`src/rtl/ctrl_flow_sequencer_pkg.sv`:
```
// Shared types for the structured-control sequencer.
// Optional stack depth check: CTRL_STACK_OVF_CHECK_EN.
package ctrl_flow_sequencer_pkg;

  localparam int FRAME_W    = 27;
  localparam int ADDR_W     = 18;
  localparam int TAG_W      = 6;
  localparam int BR_DEPTH_W = 8;
  localparam int CS_DEPTH   = 64;

  localparam int TYPE_HI = 26;
  localparam int TYPE_LO = 25;
  localparam int RETU_B  = 24;
  localparam int TAG_HI  = 23;
  localparam int TAG_LO  = 18;
  localparam int ADDR_HI = 17;
  localparam int ADDR_LO = 0;

  typedef enum logic [3:0] {
    OP_BLOCK  = 4'd0,
    OP_LOOP   = 4'd1,
    OP_IF     = 4'd2,
    OP_ELSE   = 4'd3,
    OP_END    = 4'd4,
    OP_BR     = 4'd5,
    OP_BR_IF  = 4'd6,
    OP_CALL   = 4'd7,
    OP_RETURN = 4'd8
  } op_e;

  typedef enum logic [1:0] {
    FT_BLOCK = 2'b00,
    FT_CALL  = 2'b01,
    FT_IF    = 2'b10,
    FT_LOOP  = 2'b11
  } ftype_e;

  typedef enum logic [1:0] {
    S_IDLE,
    S_UNWIND,
    S_RESOLVE
  } state_e;

endpackage

```
`src/rtl/ctrl_flow_sequencer_if.sv`:
```
// Decoder, control-stack and fetch-redirect signals of the sequencer.
// cs_err exists only with CTRL_STACK_OVF_CHECK_EN.
interface ctrl_flow_sequencer_if;
  import ctrl_flow_sequencer_pkg::*;

  logic                  instr_vld;
  logic                  instr_rdy;
  logic [3:0]            instr_op;
  logic [BR_DEPTH_W-1:0] instr_depth;
  logic                  instr_cond;
  logic                  instr_retu;
  logic [TAG_W-1:0]      instr_sp_tag;
  logic [ADDR_W-1:0]     instr_target;
  logic [ADDR_W-1:0]     instr_alt;
  logic                  cs_shift_vld;
  logic                  cs_push;
  logic                  cs_pop;
  logic                  cs_retu;
  logic                  cs_function_call;
  logic [FRAME_W-1:0]    cs_push_data;
  logic [FRAME_W-1:0]    cs_top_data;
  logic                  cs_left_one;
  logic                  redir_vld;
  logic [ADDR_W-1:0]     redir_pc;
  logic [TAG_W-1:0]      redir_sp_tag;
  logic                  redir_retu;
  logic                  prog_done;
`ifdef CTRL_STACK_OVF_CHECK_EN
  logic                  cs_err;
`endif

  modport slave (
    input  instr_vld, instr_op, instr_depth,
    input  instr_cond, instr_retu, instr_sp_tag,
    input  instr_target, instr_alt,
    input  cs_top_data, cs_left_one,
    output instr_rdy,
    output cs_shift_vld, cs_push, cs_pop,
    output cs_retu, cs_function_call, cs_push_data,
    output redir_vld, redir_pc, redir_sp_tag,
    output redir_retu, prog_done
`ifdef CTRL_STACK_OVF_CHECK_EN
    , output cs_err
`endif
  );

  modport master (
    output instr_vld, instr_op, instr_depth,
    output instr_cond, instr_retu, instr_sp_tag,
    output instr_target, instr_alt,
    output cs_top_data, cs_left_one,
    input  instr_rdy,
    input  cs_shift_vld, cs_push, cs_pop,
    input  cs_retu, cs_function_call, cs_push_data,
    input  redir_vld, redir_pc, redir_sp_tag,
    input  redir_retu, prog_done
`ifdef CTRL_STACK_OVF_CHECK_EN
    , input cs_err
`endif
  );

endinterface

```
`src/rtl/ctrl_flow_sequencer_frame_pack.sv`:
```
// Control-frame assembly and top-frame field extraction.
// Purely combinational.
module ctrl_frame_pack
  import ctrl_flow_sequencer_pkg::*;
(
  input  ftype_e             pk_type,
  input  logic               pk_retu,
  input  logic [TAG_W-1:0]   pk_tag,
  input  logic [ADDR_W-1:0]  pk_addr,
  output logic [FRAME_W-1:0] pk_frame,
  input  logic [FRAME_W-1:0] top_frame,
  output ftype_e             top_type,
  output logic               top_retu,
  output logic [TAG_W-1:0]   top_tag,
  output logic [ADDR_W-1:0]  top_addr
);

  always_comb begin
    pk_frame                  = '0;
    pk_frame[TYPE_HI:TYPE_LO] = pk_type;
    pk_frame[RETU_B]          = pk_retu;
    pk_frame[TAG_HI:TAG_LO]   = pk_tag;
    pk_frame[ADDR_HI:ADDR_LO] = pk_addr;
  end

  assign top_type = ftype_e'(top_frame[TYPE_HI:TYPE_LO]);
  assign top_retu = top_frame[RETU_B];
  assign top_tag  = top_frame[TAG_HI:TAG_LO];
  assign top_addr = top_frame[ADDR_HI:ADDR_LO];

endmodule

```
`src/rtl/ctrl_flow_sequencer.sv`:
```
// Structured-control sequencer driving the control stack and fetch.
// Optional depth check and cs_err: CTRL_STACK_OVF_CHECK_EN.
module ctrl_flow_sequencer
  import ctrl_flow_sequencer_pkg::*;
(
  input logic                  clk,
  input logic                  rst,
  ctrl_flow_sequencer_if.slave bus
);

  state_e                state, nxt_state;
  logic [BR_DEPTH_W-1:0] cnt, nxt_cnt;
  op_e                   op;
  logic                  rdy, accept, br_take;
  logic                  resolve, done_set, done_q;
  logic                  push, pop, retu, fcall;

  ftype_e                pk_type;
  logic                  pk_retu;
  logic [TAG_W-1:0]      pk_tag;
  logic [ADDR_W-1:0]     pk_addr;
  logic [FRAME_W-1:0]    pk_frame;
  ftype_e                top_type;
  logic                  top_retu;
  logic [TAG_W-1:0]      top_tag;
  logic [ADDR_W-1:0]     top_addr;

  logic                  rv_nxt, rv_q;
  logic [ADDR_W-1:0]     rpc_nxt, rpc_q;
  logic [TAG_W-1:0]      rtag_nxt, rtag_q;
  logic                  rretu_nxt, rretu_q;

`ifdef CTRL_STACK_OVF_CHECK_EN
  localparam int DW = $clog2(CS_DEPTH) + 1;
  logic [DW-1:0]         dep;
  logic [BR_DEPTH_W-1:0] br_need;
  logic                  br_bad, err_set, err_q;
`endif

  assign op      = op_e'(bus.instr_op);
  assign br_take = (op == OP_BR) |
                   ((op == OP_BR_IF) & bus.instr_cond);
  assign rdy     = (state == S_IDLE) & ~rv_q & ~done_q;
  assign accept  = bus.instr_vld & rdy & ~rst;

  ctrl_frame_pack u_pack (
    .pk_type   (pk_type),
    .pk_retu   (pk_retu),
    .pk_tag    (pk_tag),
    .pk_addr   (pk_addr),
    .pk_frame  (pk_frame),
    .top_frame (bus.cs_top_data),
    .top_type  (top_type),
    .top_retu  (top_retu),
    .top_tag   (top_tag),
    .top_addr  (top_addr)
  );

  always_comb begin
    nxt_state = state;
    nxt_cnt   = cnt;
    push      = 1'b0;
    pop       = 1'b0;
    retu      = 1'b0;
    fcall     = 1'b0;
    pk_type   = FT_BLOCK;
    pk_retu   = bus.instr_retu;
    pk_tag    = bus.instr_sp_tag;
    pk_addr   = bus.instr_target;
    rv_nxt    = 1'b0;
    rpc_nxt   = '0;
    rtag_nxt  = '0;
    rretu_nxt = 1'b0;
    done_set  = 1'b0;
    resolve   = 1'b0;
    unique case (state)
      S_IDLE: if (accept) begin
        unique case (op)
          OP_BLOCK: push = 1'b1;
          OP_LOOP: begin
            push    = 1'b1;
            pk_type = FT_LOOP;
          end
          OP_IF: begin
            push    = 1'b1;
            pk_type = FT_IF;
            if (!bus.instr_cond) begin
              rv_nxt   = 1'b1;
              rpc_nxt  = bus.instr_alt;
              rtag_nxt = bus.instr_sp_tag;
            end
          end
          OP_CALL: begin
            push     = 1'b1;
            fcall    = 1'b1;
            pk_type  = FT_CALL;
            pk_retu  = 1'b0;
            rv_nxt   = 1'b1;
            rpc_nxt  = bus.instr_alt;
            rtag_nxt = bus.instr_sp_tag;
          end
          OP_ELSE: resolve = 1'b1;
          OP_END: begin
            pop = 1'b1;
            if (bus.cs_left_one) begin
              done_set = 1'b1;
            end else if (top_type == FT_CALL) begin
              rv_nxt    = 1'b1;
              rpc_nxt   = top_addr;
              rtag_nxt  = top_tag;
              rretu_nxt = top_retu;
            end
          end
          OP_RETURN: begin
            pop  = 1'b1;
            retu = 1'b1;
            if (bus.cs_left_one) begin
              done_set = 1'b1;
            end else begin
              rv_nxt    = 1'b1;
              rpc_nxt   = top_addr;
              rtag_nxt  = top_tag;
              rretu_nxt = top_retu;
            end
          end
          OP_BR, OP_BR_IF: if (br_take) begin
            if (bus.instr_depth == '0) begin
              resolve = 1'b1;
            end else begin
              // first unwind pop overlaps the accept cycle
              pop     = 1'b1;
              nxt_cnt = bus.instr_depth - 1'b1;
              nxt_state = (bus.instr_depth == BR_DEPTH_W'(1))
                        ? S_RESOLVE : S_UNWIND;
            end
          end
          default: ;
        endcase
      end
      S_UNWIND: begin
        pop     = 1'b1;
        nxt_cnt = cnt - 1'b1;
        if (cnt == BR_DEPTH_W'(1)) nxt_state = S_RESOLVE;
      end
      S_RESOLVE: begin
        resolve   = 1'b1;
        nxt_state = S_IDLE;
      end
      default: nxt_state = S_IDLE;
    endcase
    if (resolve) begin
      pop       = (top_type != FT_LOOP);
      rv_nxt    = 1'b1;
      rpc_nxt   = top_addr;
      rtag_nxt  = top_tag;
      rretu_nxt = top_retu;
    end
`ifdef CTRL_STACK_OVF_CHECK_EN
    err_set = 1'b0;
    br_need = (op == OP_ELSE) ? '0 : bus.instr_depth;
    br_bad  = accept & (br_take | (op == OP_ELSE)) &
              (int'(br_need) >= int'(dep));
    if ((push && dep == DW'(CS_DEPTH)) ||
        (pop && dep == '0) || br_bad) begin
      push      = 1'b0;
      pop       = 1'b0;
      retu      = 1'b0;
      fcall     = 1'b0;
      rv_nxt    = 1'b0;
      rpc_nxt   = '0;
      rtag_nxt  = '0;
      rretu_nxt = 1'b0;
      done_set  = 1'b0;
      nxt_cnt   = cnt;
      nxt_state = S_IDLE;
      err_set   = 1'b1;
    end
`endif
  end

  always_ff @(posedge clk or posedge rst) begin
    if (rst) begin
      state   <= S_IDLE;
      cnt     <= '0;
      rv_q    <= 1'b0;
      rpc_q   <= '0;
      rtag_q  <= '0;
      rretu_q <= 1'b0;
      done_q  <= 1'b0;
    end else begin
      state   <= nxt_state;
      cnt     <= nxt_cnt;
      rv_q    <= rv_nxt;
      rpc_q   <= rpc_nxt;
      rtag_q  <= rtag_nxt;
      rretu_q <= rretu_nxt;
      done_q  <= done_q | done_set;
    end
  end

`ifdef CTRL_STACK_OVF_CHECK_EN
  always_ff @(posedge clk or posedge rst) begin
    if (rst) begin
      dep   <= '0;
      err_q <= 1'b0;
    end else begin
      dep   <= dep + DW'(push) - DW'(pop);
      err_q <= err_q | err_set;
    end
  end

  assign bus.cs_err = err_q;
`endif

  assign bus.instr_rdy        = rdy;
  assign bus.cs_push          = push;
  assign bus.cs_pop           = pop;
  assign bus.cs_retu          = retu;
  assign bus.cs_function_call = fcall;
  assign bus.cs_shift_vld     = push | pop;
  assign bus.cs_push_data     = push ? pk_frame : '0;
  assign bus.redir_vld        = rv_q;
  assign bus.redir_pc         = rpc_q;
  assign bus.redir_sp_tag     = rtag_q;
  assign bus.redir_retu       = rretu_q;
  assign bus.prog_done        = done_q;

endmodule

```
`src/flat_wrapper.sv`:
```
// flat-port wrapper written by rule: the top's interface ports become plain ports
module ctrl_flow_sequencer_flat import ctrl_flow_sequencer_pkg::*;
  (clk, rst, bus_instr_vld, bus_instr_op, bus_instr_depth, bus_instr_cond, bus_instr_retu, bus_instr_sp_tag, bus_instr_target, bus_instr_alt, bus_cs_top_data, bus_cs_left_one, bus_instr_rdy, bus_cs_shift_vld, bus_cs_push, bus_cs_pop, bus_cs_retu, bus_cs_function_call, bus_cs_push_data, bus_redir_vld, bus_redir_pc, bus_redir_sp_tag, bus_redir_retu, bus_prog_done);
  ctrl_flow_sequencer_if bus_i ();
  input logic clk;
  input logic rst;
  input wire logic [$bits(bus_i.instr_vld)-1:0] bus_instr_vld;
  input wire logic [$bits(bus_i.instr_op)-1:0] bus_instr_op;
  input wire logic [$bits(bus_i.instr_depth)-1:0] bus_instr_depth;
  input wire logic [$bits(bus_i.instr_cond)-1:0] bus_instr_cond;
  input wire logic [$bits(bus_i.instr_retu)-1:0] bus_instr_retu;
  input wire logic [$bits(bus_i.instr_sp_tag)-1:0] bus_instr_sp_tag;
  input wire logic [$bits(bus_i.instr_target)-1:0] bus_instr_target;
  input wire logic [$bits(bus_i.instr_alt)-1:0] bus_instr_alt;
  input wire logic [$bits(bus_i.cs_top_data)-1:0] bus_cs_top_data;
  input wire logic [$bits(bus_i.cs_left_one)-1:0] bus_cs_left_one;
  output wire logic [$bits(bus_i.instr_rdy)-1:0] bus_instr_rdy;
  output wire logic [$bits(bus_i.cs_shift_vld)-1:0] bus_cs_shift_vld;
  output wire logic [$bits(bus_i.cs_push)-1:0] bus_cs_push;
  output wire logic [$bits(bus_i.cs_pop)-1:0] bus_cs_pop;
  output wire logic [$bits(bus_i.cs_retu)-1:0] bus_cs_retu;
  output wire logic [$bits(bus_i.cs_function_call)-1:0] bus_cs_function_call;
  output wire logic [$bits(bus_i.cs_push_data)-1:0] bus_cs_push_data;
  output wire logic [$bits(bus_i.redir_vld)-1:0] bus_redir_vld;
  output wire logic [$bits(bus_i.redir_pc)-1:0] bus_redir_pc;
  output wire logic [$bits(bus_i.redir_sp_tag)-1:0] bus_redir_sp_tag;
  output wire logic [$bits(bus_i.redir_retu)-1:0] bus_redir_retu;
  output wire logic [$bits(bus_i.prog_done)-1:0] bus_prog_done;
  assign bus_i.instr_vld = bus_instr_vld;
  assign bus_i.instr_op = bus_instr_op;
  assign bus_i.instr_depth = bus_instr_depth;
  assign bus_i.instr_cond = bus_instr_cond;
  assign bus_i.instr_retu = bus_instr_retu;
  assign bus_i.instr_sp_tag = bus_instr_sp_tag;
  assign bus_i.instr_target = bus_instr_target;
  assign bus_i.instr_alt = bus_instr_alt;
  assign bus_i.cs_top_data = bus_cs_top_data;
  assign bus_i.cs_left_one = bus_cs_left_one;
  assign bus_instr_rdy = bus_i.instr_rdy;
  assign bus_cs_shift_vld = bus_i.cs_shift_vld;
  assign bus_cs_push = bus_i.cs_push;
  assign bus_cs_pop = bus_i.cs_pop;
  assign bus_cs_retu = bus_i.cs_retu;
  assign bus_cs_function_call = bus_i.cs_function_call;
  assign bus_cs_push_data = bus_i.cs_push_data;
  assign bus_redir_vld = bus_i.redir_vld;
  assign bus_redir_pc = bus_i.redir_pc;
  assign bus_redir_sp_tag = bus_i.redir_sp_tag;
  assign bus_redir_retu = bus_i.redir_retu;
  assign bus_prog_done = bus_i.prog_done;
  ctrl_flow_sequencer u_core (.clk(clk), .rst(rst), .bus(bus_i));
endmodule
```
`config.mk`:
```
export PLATFORM = sky130hd
export DESIGN_NAME = ctrl_flow_sequencer_flat
export DESIGN_NICKNAME = d
export VERILOG_FILES = /design/src/rtl/ctrl_flow_sequencer_pkg.sv /design/src/rtl/ctrl_flow_sequencer_if.sv /design/src/rtl/ctrl_flow_sequencer_frame_pack.sv /design/src/rtl/ctrl_flow_sequencer.sv /design/src/flat_wrapper.sv
export SDC_FILE = /design/constraint.sdc
export NUM_CORES = 1
export LEC_CHECK = 0
export CORE_MARGIN = 3
export CORE_UTILIZATION = 25
export CTS_BUF_LIST = sky130_fd_sc_hd__clkbuf_4 sky130_fd_sc_hd__clkbuf_8
export CTS_CLUSTER_DIAMETER = 40
export DETAILED_ROUTE_END_ITERATION = 16
export GPL_TIMING_DRIVEN = 0
export PLACE_DENSITY = 0.57
export SYNTH_ARGS = -nofsm -noshare
export SYNTH_HDL_FRONTEND = slang
export SYNTH_SLANG_ARGS = --single-unit
export TNS_END_PERCENT = 20
```
`constraint.sdc`:
```
create_clock -name clk -period 2.2 [get_ports clk]
set_clock_uncertainty 0.05 [all_clocks]
set_input_delay 0.33 -clock clk [delete_from_list [all_inputs] [get_ports clk]]
set_output_delay 0.33 -clock clk [all_outputs]
set_load 0.02 [all_outputs]
```
## Word-level counts from Yosys, hierarchy flattened

Index checks and enable logic that the tools add are counted.

| storage, ports and cells | value |
|---|---|
| output and inout bits | 60 |
| bits of input ports | 87 |
| ROM bits | 0 |
| memories | 0 |
| latch bits | 0 |
| bits in writable memories | 0 |
| flip-flop bits (word level) | 37 |
| logic and storage cells | 122 |

| cells by class | value |
|---|---|
| shifts and indexed selects | 0 |
| magnitude comparators | 0 |
| equality and inequality tests | 19 |
| reductions and logical operators | 9 |
| multiply operators | 0 |
| divide/modulo/power cells | 0 |
| bitwise gates (word level) | 11 |
| multiplexer cells | 74 |
| $add $sub $neg | 2 |

Operator list:

| kind | number |
|---|---|
| two-way mux 18 bit | 7 |
| case mux 18 bit (4 select lines) | 1 |
| two-way mux 6 bit | 7 |
| two-way mux 1 bit | 36 |
| two-way mux 8 bit | 4 |
| two-way mux 27 bit | 1 |
| case mux 6 bit (4 select lines) | 1 |
| equality test 4 x 3 -> 1 bit (second input constant) | 4 |
| equality test 8 x 1 -> 1 bit (second input constant) | 2 |
| two-way mux 2 bit | 8 |
| case mux 8 bit (2 select lines) | 1 |
| subtractor 8 x 1 -> 8 bit (second input constant) | 2 |
| case mux 1 bit (2 select lines) | 5 |
| AND reduction 5 bit | 2 |
| equality test 4 x 2 -> 1 bit (second input constant) | 2 |
| zero test 8 bit | 1 |
| != test 2 x 1 -> 1 bit (second input constant) | 3 |
| != test 2 bit (second input constant) | 3 |
| case mux 2 bit (3 select lines) | 1 |
| bitwise AND 1 bit | 5 |
| equality test 2 x 1 -> 1 bit (second input constant) | 2 |
| equality test 4 x 1 -> 1 bit (second input constant) | 1 |
| equality test 4 bit (second input constant) | 1 |
| zero test 4 bit | 1 |
| other kinds (9) | 14 |

## Depth between registers and ports, before layout

| depth | value |
|---|---|
| word-level depth | 9 |
| mapped depth | 6 |
| depth with buffers taken out | 6 |

## By module

From an unflattened synthesis, not the netlist that was laid out.

| second synthesis, totals | value |
|---|---|
| cells, all modules | 271 |
| area, all modules | 2617.5 um^2 |

By module, submodules not included:

| module | cells each | area each (um^2) | instances | sequential area each (um^2) |
|---|---|---|---|---|
| ctrl_flow_sequencer | 217 | 2212.1 | 1 | 925.9 |
| ctrl_frame_pack | 54 | 405.4 | 1 | 0.0 |

## Worst setup path after synthesis

No wires, ideal clock.

| timing path | value |
|---|---|
| path type | flip-flop to output port |
| start point | register u_core.state[1] |
| end point | output bus_cs_pop |
| slack | -0.268 ns |
| arrival time | 2.088 ns |
| data required time | 1.820 ns |
| stages on the path, launching flop included | 6 |
| path buffers | 1 |
| cell sequence | dfrtp_1 -> or4_1 -> buf_6 -> nor2_1 -> a311oi_2 -> o21ai_0 |

| between the ends | value |
|---|---|
| word-level cells in the longest chain between the ends | 8 |
| elaborated cells on any way between the ends | 12 |
| those cells by class | eq/ne: 2; mux: 5; bitwise: 4; reduce/logical: 1 |

Ends and longest elaborated chain:

| what | RTL line | RTL |
|---|---|---|
| from (decl) | ctrl_flow_sequencer.sv:11 | `state_e state, nxt_state;` |
| from (signal assigned) | ctrl_flow_sequencer.sv:191 | `state <= nxt_state;` |
| zero test 2 bit | ctrl_flow_sequencer.sv:43, ctrl_flow_sequencer.sv:76 |  |
| bitwise AND 1 bit (2 in a row) | ctrl_flow_sequencer.sv:43 | `assign rdy = (state == S_IDLE) & ~rv_q & ~done_q;` |
| bitwise AND 1 bit (2 in a row) | ctrl_flow_sequencer.sv:44 | `assign accept = bus.instr_vld & rdy & ~rst;` |
| two-way mux 1 bit | ctrl_flow_sequencer.sv:77 | `S_IDLE: if (accept) begin` |
| case mux 1 bit (2 select lines) | ctrl_flow_sequencer.sv:76 | `unique case (state)` |
| two-way mux 1 bit * | ctrl_flow_sequencer.sv:151 | `if (resolve) begin` |
| to (decl) | flat_wrapper.sv:20 | `output wire logic [$bits(bus_i.cs_pop)-1:0] bus_cs_pop;` |

Mark *: on every way between the ends. The rest lies on a longest branch, timed or not.

## Final worst setup path

| timing path | value |
|---|---|
| start point | register u_core.state[0] |
| end point | output bus_cs_shift_vld |

| between the ends | value |
|---|---|
| word-level cells in the longest chain between the ends | 9 |
| elaborated cells on any way between the ends | 15 |
| those cells by class | eq/ne: 2; mux: 7; bitwise: 5; reduce/logical: 1 |

Ends and longest elaborated chain:

| what | RTL line | RTL |
|---|---|---|
| zero test 2 bit | ctrl_flow_sequencer.sv:43, ctrl_flow_sequencer.sv:76 |  |
| bitwise AND 1 bit (2 in a row) | ctrl_flow_sequencer.sv:43 |  |
| bitwise AND 1 bit (2 in a row) | ctrl_flow_sequencer.sv:44 |  |
| two-way mux 1 bit | ctrl_flow_sequencer.sv:77 |  |
| case mux 1 bit (2 select lines) | ctrl_flow_sequencer.sv:76 |  |
| two-way mux 1 bit | ctrl_flow_sequencer.sv:151 |  |
| bitwise OR 1 bit * | ctrl_flow_sequencer.sv:220 | `assign bus.cs_shift_vld = push \| pop;` |
| to (decl) | flat_wrapper.sv:18 | `output wire logic [$bits(bus_i.cs_shift_vld)-1:0] bus_cs_shift_vld;` |

Marks and branches as above.

==> impl_metrics.tcl <==
set metrics [dict create \
    clock-root-buffer "clkbuf_8" \
    finalCriticalPeriod_ps 2450 \
    drive_above_1_share_pct 22.07 \
    core.rowCount 36 \
    syn_nets 363 \
    power_density_nw_per_um2 760.6 \
    routed_wl_um 9465 \
    wl_per_cell_um 16.66 \
    place_congestion 0.7953 \
    fp.dieW_um 106.6 \
    track_usage_pct 15.90 \
    overflow 0 \
    ys_seq_elements 37 \
    cts_tree "yes" \
    fmax_mhz 408.1 \
    syn_area_um2 2531 \
    post-route-period-util_pct 111.4 \
    clock_latency_ps 280 \
    clock_path_buffers 2 \
    cts_buffers 5 \
    antenna_cells 0 \
    dieArea_um2 11370 \
    grt_max_degree 38 \
    ios 147 \
    hold_viol 0 \
    cp-end-kind "output pin" \
    first_iter_violations 86 \
    required_ps 1820 \
    leakage_nw 1.909 \
    cts_max_level 2 \
    fin_nets 526 \
    cts.clk_slew.worst_paths_ps 80 \
    crit_path_start_kind "register" \
    setup_viol_count_final 52 \
    drc_errors 0 \
    syn_inst 271 \
    cp_cell_sequence "or4_4 > buf_8 > nor2_4 > buf_12 > buf_8 > nand2_4 > o211ai_1 > buf_4" \
    max_slew_margin_pct 45.47 \
    yosys_warnings 0 \
    yosys.area.top_type_share_pct 36.58 \
    area_growth_pct 80.57 \
    cpMostUsedCell "buf_8" \
    ant_nets 0 \
    crit_arrival_ps 2070 \
    worst-path-max-fanout 7 \
    rsz0062_at_grt "yes" \
    die_h_um 106.6 \
    ys_seq_area_share_pct 36.58 \
    ys_types 58 \
    power_w 0.003476 \
    grt_pass1_wl_um 14770 \
    tightest_slew_ps 816.8 \
    slew_viol_final 0 \
    yosysTopAreaCell "dfrtp_1" \
    max_stage_delay_ps 560 \
    core_area_um2 9819 \
    path_class "reg2out" \
    fin_util_pct 46.55 \
    violations "negative setup slack" \
    vias_per_cell 4.961 \
    initial_utilization_pct 25.78 \
    setup_ws_ps -250.3 \
    hp-class "reg2reg" \
    grt_pass1_vias 2864 \
    synthArstFlopShare_pct 100.0 \
    vias 2818 \
    synth_edf_count 0 \
    status "finished, violations left" \
    worst_path_max_delay_cell "or4_4" \
    fin_setup_tns_ps -7230 \
    ys.flop_type "dfrtp_1" \
    ir_drop_mv 0.3776 \
    avgSynthCellArea_um2 9.340 \
    numPortBuffers 144 \
    place_hpwl_um 6935 \
    antenna_found_initial 0 \
    netlist_top_cells_area "dfrtp_1 (37%), a32oi_1 (8.3%), nand2b_1 (7.7%)" \
    firstDrtPassIters 4 \
    clock_sinks 37 \
    max-cap-violations 0 \
]
==> cells by family after synthesis <==
kind of cell	Yosys count	synth area share, %
flip-flops	37	36.58
multiplexers	1	0.3955
buffers and inverters	30	6.327
AND/OR/NAND/NOR	108	27.44
XOR/XNOR	5	1.730
AO/OA/AOI/OAI	85	25.06
adder cells (fa/ha/maj)	5	2.472
==> registers in the layout, indices dropped and copies added (netlist names) <==
name	cells
u_core.state	2
u_core.bus.redir_pc	18
u_core.bus.redir_vld	1
u_core.bus.prog_done	1
u_core.bus.redir_sp_tag	6
u_core.bus.redir_retu	1
u_core.cnt	8
==> critical path, delay by kind of cell (launching register included) <==
| kind | cells | cell delay [ps] |
|---|---|---|
| buf+inv | 4 | 570 |
| flops | 1 | 390 |
| simple gates | 3 | 720 |
| compound gates | 1 | 100 |
==> routing by layer <==
| layer | global-route usage (%) | vias to the layer above | wire (um) |
|---|---|---|---|
| met2 | 26.39 | 77 | 4620 |
| met1 | 21.51 | 1367 | 4329 |
| met3 | 2.890 | 8 | 399 |
| met5 | 0 | - | 0 |
| li1 | - | 1366 | - |
| met4 | 3.744 | 0 | 116 |
==> area by class of cell <==
class	count	area [um2]
plain buffers	21	165.2
clock buffers	7	90.09
clock inverters	1	30.03
fillers	992	5249
inverters	9	33.78
multi-input cells	205	1592
flip-flops and latches	37	927.1
well taps	133	166.4
repair buffers	155	1567
==> synthesized netlist by cell type (all sizes together), types with 3 or more instances <==
| cell | count |
|---|---|
| nand2b | 31 |
| ha | 5 |
| dfrtp | 37 |
| or4 | 3 |
| a21oi | 4 |
| o22ai | 4 |
| inv | 9 |
| nand2 | 7 |
| o41ai | 3 |
| o32a | 3 |
| buf | 9 |
| clkbuf | 12 |
| xnor2 | 4 |
| a32oi | 24 |
| o21ai | 29 |
| nor4 | 7 |
| nor2 | 7 |
| nor4b | 3 |
| and3 | 30 |
| nand4 | 3 |
==> worst paths after layout <==
path,slack (ps),startpoint,cells past startpoint,end
hold / removal,490,u_core.bus.prog_done,1,u_core.bus.prog_done
setup / recovery,-250,u_core.state[0],8,bus_cs_shift_vld
min in group asynchronous,540,rst,2,u_core.cnt[1]
setup reg to reg,-110,u_core.state[0],6,u_core.bus.redir_pc[11]
hold reg to reg,490,u_core.bus.prog_done,1,u_core.bus.prog_done
max in group asynchronous,990,rst,2,u_core.state[1]
==> timing repair <==
action | CTS | global route
gates cloned | 3 | 1
setup endpoints to repair | 68 | 58
setup buffers | 7 | 1
hold buffers | 0 | 0
pin swaps | 9 | 8
gates resized for setup | 201 | 36
==> through the flow <==
stage	hold WS, ps	cells	instance area [um2]	setup slack (ps)
2_1_floorplan	396.9	271	2582	0.2384
3_3_place_gp	454.6	548	4190	-1108
3_5_place_dp	466.3	548	4190	-1136
4_1_cts	492.4	566	4431	-280.7
5_1_grt	504.6	568	4571	-327.9
6_report	490.2	568	4571	-250.3
==> layout by cell type (no fill, tap or decap), types with 3 or more instances in the layout <==
cell type	count
a21oi_1	3
a32oi_1	24
and3_1	23
and3_4	7
buf_2	3
buf_4	17
buf_6	28
buf_8	3
clkbuf_1	7
clkbuf_8	6
clkdlybuf4s50_1	105
dfrtp_1	36
dlygate4sd2_1	6
ha_1	5
inv_1	7
nand2_1	6
nand2b_1	31
nand4_1	3
nor2_1	5
nor2_4	3
nor4_1	3
o21ai_0	12
o21ai_1	17
o22ai_1	4
o32a_1	3
xnor2_1	4
==> power by group <==
part / switching [W] / leakage (nW) / internal (W)
combinational: 0.000974 / 1.36 / 0.000936
clock: 0.000243 / 0.0619 / 0.000382
sequential: 0.000108 / 0.488 / 0.000833
Power figures use the tool's default switching activity.
